## config.mk

```make
export PLATFORM = sky130hd
export DESIGN_NAME = muldiv_unit
export DESIGN_NICKNAME = d
export VERILOG_FILES = /design/src/rtl/muldiv_unit.sv
export SDC_FILE = /design/constraint.sdc
export NUM_CORES = 1
export LEC_CHECK = 0
export CORE_MARGIN = 2
export CORE_UTILIZATION = 43
export DETAILED_ROUTE_END_ITERATION = 10
export PLACE_DENSITY = 0.62
export SETUP_SLACK_MARGIN = 0.5
export SLEW_MARGIN = 10
export SYNTH_ARGS = -nofsm -noshare
export SYNTH_HDL_FRONTEND = slang
export SYNTH_SLANG_ARGS = --single-unit
```

## constraint.sdc

```tcl
create_clock -name clock_i -period 4.2 [get_ports clock_i]
set_clock_uncertainty 0.2 [all_clocks]
set_input_delay 0.42 -clock clock_i [delete_from_list [all_inputs] [get_ports clock_i]]
set_output_delay 0.42 -clock clock_i [all_outputs]
set_load 0.01 [all_outputs]
```

## src/rtl/muldiv_unit.sv

```systemverilog
// -----------------------------------------------------------------------------
// muldiv_unit
//
// Iterative multiply/divide engine shared by MULT, MULTU, DIV and DIVU.
// Signed operations work on operand magnitudes: the result signs are recorded
// when the operation is accepted and applied once, in the FIX cycle.
// Multiply is radix-2 shift-add. Divide is restoring. Both take WIDTH steps.
//
// Ports
//   clock_i     system clock, rising-edge active
//   reset_i     synchronous active-low reset
//   start_i     operation request, sampled only while idle
//   op_i        00 MULT, 01 MULTU, 10 DIV, 11 DIVU
//   a_i         multiplicand / dividend
//   b_i         multiplier / divisor
//   busy_o      operation in flight (RUN or FIX)
//   done_o      one-cycle pulse, hi_o/lo_o valid from this cycle on
//   div_zero_o  divide by zero seen, held until the next accepted start
//   hi_o        product upper half / remainder
//   lo_o        product lower half / quotient
// -----------------------------------------------------------------------------
module muldiv_unit #(
    parameter int WIDTH = 32
) (
    input  logic             clock_i,
    input  logic             reset_i,
    input  logic             start_i,
    input  logic [1:0]       op_i,
    input  logic [WIDTH-1:0] a_i,
    input  logic [WIDTH-1:0] b_i,
    output logic             busy_o,
    output logic             done_o,
    output logic             div_zero_o,
    output logic [WIDTH-1:0] hi_o,
    output logic [WIDTH-1:0] lo_o
);

    localparam int CW = $clog2(WIDTH + 1);
    localparam logic [CW-1:0]        CNT_INIT = CW'(WIDTH);
    localparam logic [CW-1:0]        CNT_ONE  = CW'(1);
    localparam logic [WIDTH-1:0]     ONE_W    = WIDTH'(1);
    localparam logic [2*WIDTH-1:0]   ONE_2W   = {{(2*WIDTH-1){1'b0}}, 1'b1};

    typedef enum logic [1:0] {
        IDLE,
        RUN,
        FIX
    } state_t;

    state_t             state_q;
    logic [CW-1:0]      cnt_q;
    logic               opDiv_q;
    logic               resNeg_q;
    logic               remNeg_q;
    logic               dzPend_q;
    logic [WIDTH-1:0]   opnd_q;
    logic [2*WIDTH-1:0] acc_q;
    logic               busy_q;
    logic               done_q;
    logic               divZero_q;
    logic [WIDTH-1:0]   hi_q;
    logic [WIDTH-1:0]   lo_q;

    // Operand decode at acceptance time. op_i[0] = 0 selects a signed
    // operation, op_i[1] = 1 selects divide.
    logic               startSigned;
    logic               startDiv;
    logic               aNeg;
    logic               bNeg;
    logic [WIDTH-1:0]   aAbs;
    logic [WIDTH-1:0]   bAbs;
    logic               bZero;

    assign startSigned = ~op_i[0];
    assign startDiv    = op_i[1];
    assign aNeg        = startSigned & a_i[WIDTH-1];
    assign bNeg        = startSigned & b_i[WIDTH-1];
    assign aAbs        = aNeg ? (~a_i + ONE_W) : a_i;
    assign bAbs        = bNeg ? (~b_i + ONE_W) : b_i;
    assign bZero       = (b_i == '0);

    // Multiply step. The accumulator holds {upper, multiplier}. The addition
    // produces a WIDTH+1 bit sum, which forms the 2W+1 bit accumulator before
    // the right shift. The shift drops the consumed multiplier bit and keeps
    // the carry in the result.
    logic [WIDTH:0]     mulSum;
    logic [2*WIDTH-1:0] mulNext;

    assign mulSum  = {1'b0, acc_q[2*WIDTH-1:WIDTH]}
                   + (acc_q[0] ? {1'b0, opnd_q} : {(WIDTH+1){1'b0}});
    assign mulNext = {mulSum, acc_q[WIDTH-1:1]};

    // Divide step. The accumulator holds {rem, quo}. The shifted remainder
    // needs WIDTH+1 bits, and one more bit is needed for the trial sign. A
    // restored remainder is always below the divisor, so it fits back into
    // WIDTH bits.
    logic [WIDTH:0]     remShift;
    logic [WIDTH+1:0]   trial;
    logic [2*WIDTH-1:0] divNext;

    assign remShift = {acc_q[2*WIDTH-1:WIDTH], acc_q[WIDTH-1]};
    assign trial    = {1'b0, remShift} - {2'b00, opnd_q};
    assign divNext  = trial[WIDTH+1]
                    ? {remShift[WIDTH-1:0], acc_q[WIDTH-2:0], 1'b0}
                    : {trial[WIDTH-1:0],    acc_q[WIDTH-2:0], 1'b1};

    logic [2*WIDTH-1:0] acc_d;
    assign acc_d = opDiv_q ? divNext : mulNext;

    // Sign fix-up applied in FIX. The remainder takes the dividend sign, so
    // the quotient truncates toward zero. For MIN / -1 the quotient negation
    // wraps back to MIN.
    logic [2*WIDTH-1:0] prodFix;
    logic [WIDTH-1:0]   quoRaw;
    logic [WIDTH-1:0]   remRaw;
    logic [WIDTH-1:0]   quoFix;
    logic [WIDTH-1:0]   remFix;
    logic [WIDTH-1:0]   hi_d;
    logic [WIDTH-1:0]   lo_d;

    assign prodFix = resNeg_q ? (~acc_q + ONE_2W) : acc_q;
    assign quoRaw  = acc_q[WIDTH-1:0];
    assign remRaw  = acc_q[2*WIDTH-1:WIDTH];
    assign quoFix  = resNeg_q ? (~quoRaw + ONE_W) : quoRaw;
    assign remFix  = remNeg_q ? (~remRaw + ONE_W) : remRaw;
    assign hi_d    = opDiv_q ? remFix : prodFix[2*WIDTH-1:WIDTH];
    assign lo_d    = opDiv_q ? quoFix : prodFix[WIDTH-1:0];

    // Control FSM and datapath registers. All outputs are registered.
    // On a divide by zero, dzPend_q routes the operation straight to FIX.
    // In that case FIX reports the error and leaves hi/lo untouched.
    always_ff @(posedge clock_i) begin
        if (!reset_i) begin
            state_q   <= IDLE;
            cnt_q     <= '0;
            opDiv_q   <= 1'b0;
            resNeg_q  <= 1'b0;
            remNeg_q  <= 1'b0;
            dzPend_q  <= 1'b0;
            opnd_q    <= '0;
            acc_q     <= '0;
            busy_q    <= 1'b0;
            done_q    <= 1'b0;
            divZero_q <= 1'b0;
            hi_q      <= '0;
            lo_q      <= '0;
        end else begin
            done_q <= 1'b0;
            case (state_q)
                IDLE: begin
                    if (start_i) begin
                        opDiv_q   <= startDiv;
                        opnd_q    <= startDiv ? bAbs : aAbs;
                        acc_q     <= {{WIDTH{1'b0}}, (startDiv ? aAbs : bAbs)};
                        resNeg_q  <= aNeg ^ bNeg;
                        remNeg_q  <= aNeg;
                        cnt_q     <= CNT_INIT;
                        divZero_q <= 1'b0;
                        busy_q    <= 1'b1;
                        if (startDiv && bZero) begin
                            dzPend_q <= 1'b1;
                            state_q  <= FIX;
                        end else begin
                            dzPend_q <= 1'b0;
                            state_q  <= RUN;
                        end
                    end
                end
                RUN: begin
                    acc_q <= acc_d;
                    cnt_q <= cnt_q - CNT_ONE;
                    if (cnt_q == CNT_ONE) begin
                        state_q <= FIX;
                    end
                end
                FIX: begin
                    if (dzPend_q) begin
                        divZero_q <= 1'b1;
                    end else begin
                        hi_q <= hi_d;
                        lo_q <= lo_d;
                    end
                    done_q  <= 1'b1;
                    busy_q  <= 1'b0;
                    state_q <= IDLE;
                end
                default: begin
                    state_q <= IDLE;
                end
            endcase
        end
    end

    assign busy_o     = busy_q;
    assign done_o     = done_q;
    assign div_zero_o = divZero_q;
    assign hi_o       = hi_q;
    assign lo_o       = lo_q;

endmodule

```

==> run summary, run 1 <==
run status -> complete, no violations
num ports -> 136
worst hold path class -> reg -> reg
post-CTS setup buffer count -> 0
Final min period -> 3.65 ns
Buf+Inv Stages, Crit Path -> 4
Reg2Reg Depth -> 15
switching part of the total power -> 38.2%
Max IR drop VDD -> 279 uV
fraction of registers with async set/reset -> 0%
post-layout util -> 51.4%
Worst Hold Path Cells -> 2
CTS tree -> yes
power share of the clock group -> 30.9%
syn_nets -> 2057
Post-Synth XOR/XNOR Area -> 10.1%
net switching power figure -> 2.00 mW
fmax -> 0.274 GHz
total clock buffers created by CTS -> 17
initial antenna violation count -> 0
mapped cell area -> 0.0142 mm^2
Crit. End Element -> flip-flop
Antenna Violating Nets Remaining -> 0
fin. max-slew vios -> 0
biggest area consumer among synthesized cells -> dfxtp_1
Worst-Margin Slew -> 1.03 ns
top cell type's share of synthesized area -> 24.7%
Vias/cell -> 5.88
endpoints failing hold -> 0
Yosys Warn Count -> 0
wirelength, routed -> 49300 um
drt first pass iters -> 6
share of cells above drive strength 1 -> 7.87%
most common cell in the netlist -> nor2_1
Site Rows -> 66
Synth Area in Simple Gates -> 21.3%
number of global-route vias before repair -> 13700
setup TNS -> 0 ns
Die W -> 186 um
Overall Power -> 5.24 mW
DR vias -> 14500
mux cell area share after synthesis -> 3.84%
startpoint type of the worst setup path -> flip-flop
critical path data required time -> 4.33 ns
post-placement cell count -> 2431
Top delay family on crit path -> compound AO/OA/AOI/OAI gates
clock root buffer -> clkbuf_16
number of library cell types mapped by synthesis -> 86
Synth Instances -> 1916
first-pass GRT wire length -> 77000 um
worst path arrival time -> 3.79 ns
leakage -> 6.34 nW
Max transition margin -> 31.4%
drt drc -> 0
CTS clk-pin slew, worst paths -> 0.08 ns
RSZ-0062 raised after global routing -> yes
Ant. Diodes -> 0
post-synthesis register bit count -> 175
EDFF count, synth -> 0
H-tree depth -> 4
# hold bufs at CTS -> 0
fill count -> 3267
synth top area cells -> dfxtp_1 25%, a21oi_1 6.5%, ha_1 6.2%
worst-path cell chain -> inv_1, buf_12, nor2_1, ha_1, a2111oi_0, nor3_1, o21ai_1, o31ai_1, buf_4, a21oi_1, o31ai_1, buf_4, a211o_1, a21o_1, a32o_1
Total Routing Usage GR -> 28.9%
Pwr Density -> 314 mW/mm^2
Max stage delay cell, worst path -> a2111oi_0
P&R area growth vs syn -> 17.7%
Core ar. -> 0.0325 mm^2
Initial Util -> 43.7%
CTS Sinks -> 175
top cells by count, synth -> 210 x nor2_1, 193 x nand2_1, 185 x a21oi_1
worst skew pair latency -> 0.45 ns
Seq/Total Area, Yosys -> 24.7%
clk buf depth -> 2
DP HPWL -> 38000 um
final worst path period share -> 87.0%
CP Class -> reg -> reg
stages on the worst setup path -> 15
gr ovfl total -> 0
internal power -> 3.24 mW
Layout Cells excl Fill -> 2463
PortBufs -> 135
die area -> 0.0344 mm^2
Avg Cell Area, Syn -> 7.40 um^2
final-stage net count -> 2149
GPL Wtd Cong -> 0.957
Max FO, Critical Path -> 31
chip height -> 186 um
main combinational cell family by area after synthesis -> compound AO/OA/AOI/OAI gates
largest net degree at the start of global routing -> 81
Synth Area in Adders -> 6.46%
slowest stage delay, CP -> 0.46 ns
dominant synthesized flop cell -> dfxtp_1
Setup-failing EPs final -> 0
proportion of power drawn by combinational gates -> 32.7%
max_cap viols -> 0
Compound-Gate Fraction of Synth Area -> 28.3%
initial DRC count -> 1281
routed wire length per instance -> 20.0 um
Sequential Power Share -> 36.3%
[sequential cells by signal (all words and copies together) (netlist names), 2 cells and up]
name,cells
lo_o,32
hi_o,32
state_q,2
cnt_q,6
acc_q,64
opnd_q,32
[layer usage]
metal | vias to the layer above | share of wire (%) | global-route usage, %
li1 | 7134 | - | -
met1 | 6856 | 45 | 38.1
met2 | 431 | 47 | 48.5
met3 | 60 | 4.6 | 3.05
met4 | 0 | 3.5 | 11.3
met5 | - | 0 | 0
[worst reg2reg max path, delay by kind of cell, from the launching register on]
kind                       cells  cell delay, ns
DFF                            1            0.40
adders and majority gates      1            0.33
AOI/OAI and AO/OA              8            1.81
and+or+nand+nor                2            0.22
buffers and inverters          4            0.58
[power groups by stage]
stage	clock (mW)	sequential (mW)	combinational, mW
2_1_floorplan	0	1.89	1.16
3_3_place_gp	0	1.94	1.68
3_5_place_dp	0	1.94	1.69
4_1_cts	1.65	1.90	1.70
5_1_grt	1.72	1.92	1.88
6_report	1.62	1.90	1.72
[per-stage QoR]
step	hold WS [ns]	setup slack [ns]	cell area [um^2]
floorplan	0.225	0.805	14200
global placement	0.239	0.360	16100
detailed placement	0.245	0.309	16100
CTS	0.260	0.559	16700
global route	0.282	0.363	16700
finish	0.255	0.546	16700
[timing repair]
action,in CTS,in global routing
gates resized for setup,0,4
endpoints found under the hold margin,0,0
setup endpoints to repair,0,11
[path summary, 6_finish.rpt]
| check | startpoint | endpoint | slack [ns] |
|---|---|---|---|
| worst max-delay path | acc_q[0]$_SDFFE_PN0P_ | acc_q[61]$_SDFFE_PN0P_ | 0.55 |
| worst min-delay path | opnd_q[8]$_SDFFE_PN0P_ | opnd_q[8]$_SDFFE_PN0P_ | 0.26 |
| worst max register to register | acc_q[0]$_SDFFE_PN0P_ | acc_q[61]$_SDFFE_PN0P_ | 0.55 |
| worst min register to register | opnd_q[8]$_SDFFE_PN0P_ | opnd_q[8]$_SDFFE_PN0P_ | 0.26 |
[cells by family (layout without fill, tap and decap cells)]
logic type,count (synthesis),after routing
simple gates,634,634
compound gates,630,630
buf+inv,190,295
flops,175,175
xor+xnor,163,163
fa+ha+maj,72,72
mux,52,52
[cells in the final DEF, fill, tap and decap left out, types with 28 or more instances in the layout]
cell type          n
a211oi_1          54
a21oi_1          182
buf_4             59
clkdlybuf4s50_1  133
dfxtp_1          174
ha_1              70
inv_1             65
mux2i_1           33
nand2_1          193
nand3_1           45
nor2_1           207
nor3_1            33
o21ai_0          161
o31ai_1           28
xnor2_1           80
xor2_1            83
[area by class of cell]
class | count | area (um^2) | area share (%)
multi-input combinational | 1551 | 9950 | 59.7
sequential | 175 | 3500 | 21.0
timing repair buffer | 196 | 1820 | 10.9
tap | 442 | 553 | 3.32
clock buffer | 17 | 425 | 2.55
inverter | 67 | 251 | 1.51
clock inverter | 15 | 164 | 0.983
Power figures use the tool's default switching activity.
==> run 2, diff against run 1 <==
PLACE_DENSITY = unset   (was 0.62)
TNS_END_PERCENT = 10   (was unset)
==> run 2 against run 1 <==
Critical path depth shrank 2. Sequential cell count is the same. Non-clock buffer count shrank 5. Cell count shrank 0.28%. Worst setup slack gained 0.044 ns. Core utilization shrank 0.16 points. Clock power is essentially flat. Global-route usage shrank 0.43 points. Count of clock-buffer cells in the layout is the same. Sequential power is essentially flat. Combinational power is essentially flat. Critical path type unchanged. Critical endpoint is now acc_q[56]$_SDFFE_PN0P_. Largest cell class unchanged.
==> run summary, run 2 (synthesis results as in run 1) <==
run status -> complete, no violations
Initial Util -> 43.7%
Worst Hold Path Cells -> 2
Reg2Reg Depth -> 13
Hold Crit Start -> opnd_q[7]$_SDFFE_PN0P_
drt drc -> 0
Hold EP -> opnd_q[7]$_SDFFE_PN0P_
Top reg by flops -> acc_q
startpoint type of the worst setup path -> flip-flop
Die W -> 186 um
Critical R2R Launch -> acc_q[0]$_SDFFE_PN0P_
initial antenna violation count -> 0
gr ovfl total -> 0
wl on met1 -> 21700 um
wire length on met3 -> 2440 um
most frequent cells in the layout -> 207 x nor2_1, 193 x nand2_1, 183 x a21oi_1
max_cap viols -> 0
met2 WL post-DR -> 22600 um
Overall Power -> 5.26 mW
final worst path period share -> 85.9%
Max transition margin -> 25.3%
largest net degree at the start of global routing -> 81
Total Routing Usage GR -> 28.5%
Site Rows -> 66
share of cells above drive strength 1 -> 7.60%
initial DRC count -> 1138
Post-Place Worst Slack -> 0.305 ns
final-stage net count -> 2144
Pwr Density -> 317 mW/mm^2
worst skew pair latency -> 0.45 ns
CTS Sinks -> 175
first-pass GRT wire length -> 76200 um
Worst R2R End -> acc_q[56]$_SDFFE_PN0P_
routed wire length per instance -> 19.9 um
Worst-Margin Slew -> 1.12 ns
Crit. End Element -> flip-flop
worst path arrival time -> 3.74 ns
DR vias -> 14600
fin. max-slew vios -> 0
most common cell after layout, fill and taps aside -> nor2_1
internal reg-to-reg setup slack -> 0.59 ns
Max IR drop VDD -> 297 uV
H-tree depth -> 4
CP Class -> reg -> reg
Ant. Diodes -> 0
endpoints failing hold -> 0
fmax -> 0.277 GHz
clock root buffer -> clkbuf_16
Core ar. -> 0.0325 mm^2
number of global-route vias before repair -> 13500
worst setup margin -> 0.591 ns
fill count -> 3220
CTS tree -> yes
Top Layer Used -> met4
DP HPWL -> 37600 um
CTS clk-pin slew, worst paths -> 0.07 ns
number of flip-flops in the largest register -> 64
# hold bufs at CTS -> 0
Vias/cell -> 5.93
GPL Wtd Cong -> 0.969
drt first pass iters -> 5
Max FO, Critical Path -> 31
worst hold path class -> reg -> reg
wirelength, routed -> 48800 um
PortBufs -> 135
P&R area growth vs syn -> 17.3%
total clock buffers created by CTS -> 17
RSZ-0062 raised after global routing -> yes
Final min period -> 3.61 ns
setup TNS -> 0 ns
leakage -> 6.31 nW
clk buf depth -> 2
chip height -> 186 um
Antenna Violating Nets Remaining -> 0
critical path data required time -> 4.33 ns
Setup-failing EPs final -> 0
num ports -> 136
die area -> 0.0344 mm^2
-- run 2: cell types whose count changed in the layout (fill, tap and decap cells not counted), sizes merged --
| cell | before | now |
|---|---|---|
| buf | 63 | 58 |
| bufinv | 0 | 2 |
| clkinv | 7 | 6 |
| inv | 74 | 71 |
-- run 2: where the power goes --
part | switching (mW) | leakage [nW] | internal, mW | total (mW)
registers | 0.140 | 1.43 | 1.77 | 1.91
clock network | 0.765 | 0.285 | 0.887 | 1.65
logic | 1.03 | 4.60 | 0.674 | 1.70
total | 1.94 | 6.31 | 3.33 | 5.26
-- run 2: area by class of cell --
type                    instances  area (um^2)  area share, %
clock buffers                  17          425           2.56
flip-flops and latches        175         3500           21.1
repair buffers                191         1770           10.7
well taps                     442          553           3.33
clock inverters                13          158          0.948
multi-input cells            1551         9960           59.9
inverters                      67          251           1.51
-- run 2: routing by layer --
layer  GRT usage, %  up-vias
li1               -     7115
met1           38.0     6885
met2           47.0      477
met3           2.60       81
met4           12.3        0
met5              0        -
-- run 2: worst max-delay path by stage --
stage / depth (start not counted) / start / endpoint / slack, ns
2_1_floorplan: 15 / acc_q[0]$_SDFFE_PN0P_ / acc_q[61]$_SDFFE_PN0P_ / 0.80
3_3_place_gp: 12 / a_i[0] / acc_q[26]$_SDFFE_PN0P_ / 0.32
3_5_place_dp: 12 / a_i[0] / acc_q[26]$_SDFFE_PN0P_ / 0.31
4_1_cts: 15 / acc_q[0]$_SDFFE_PN0P_ / acc_q[61]$_SDFFE_PN0P_ / 0.53
5_1_grt: 13 / acc_q[0]$_SDFFE_PN0P_ / acc_q[62]$_SDFFE_PN0P_ / 0.38
6_report: 13 / acc_q[0]$_SDFFE_PN0P_ / acc_q[56]$_SDFFE_PN0P_ / 0.59
-- run 2: what timing repair did --
item | in CTS | in global routing
setup endpoints to repair | 0 | 15
buffers inserted | 0 | 0
resized for setup | 0 | 5
-- run 2: stage by stage --
stage	util [%]	area [um^2]	hold slack, ns	instances
2_1_floorplan	-	14200	0.225	1916
3_3_place_gp	49.4	16000	0.236	2426
3_5_place_dp	49.4	16000	0.249	2426
4_1_cts	51.2	16600	0.257	2456
5_1_grt	51.2	16600	0.275	2456
6_report	51.2	16600	0.253	2456
-- run 2: critical path: stages (launching register included) --
cell,delay [ns]
dfxtp_1,0.34
inv_1,0.10
buf_12,0.19
nor2_1,0.09
ha_1,0.38
a211oi_1,0.12
o22ai_1,0.36
a22oi_2,0.20
o21ai_0,0.53
nand3_1,0.26
a22oi_1,0.26
xnor2_1,0.17
o32a_1,0.18
o21ai_0,0.08
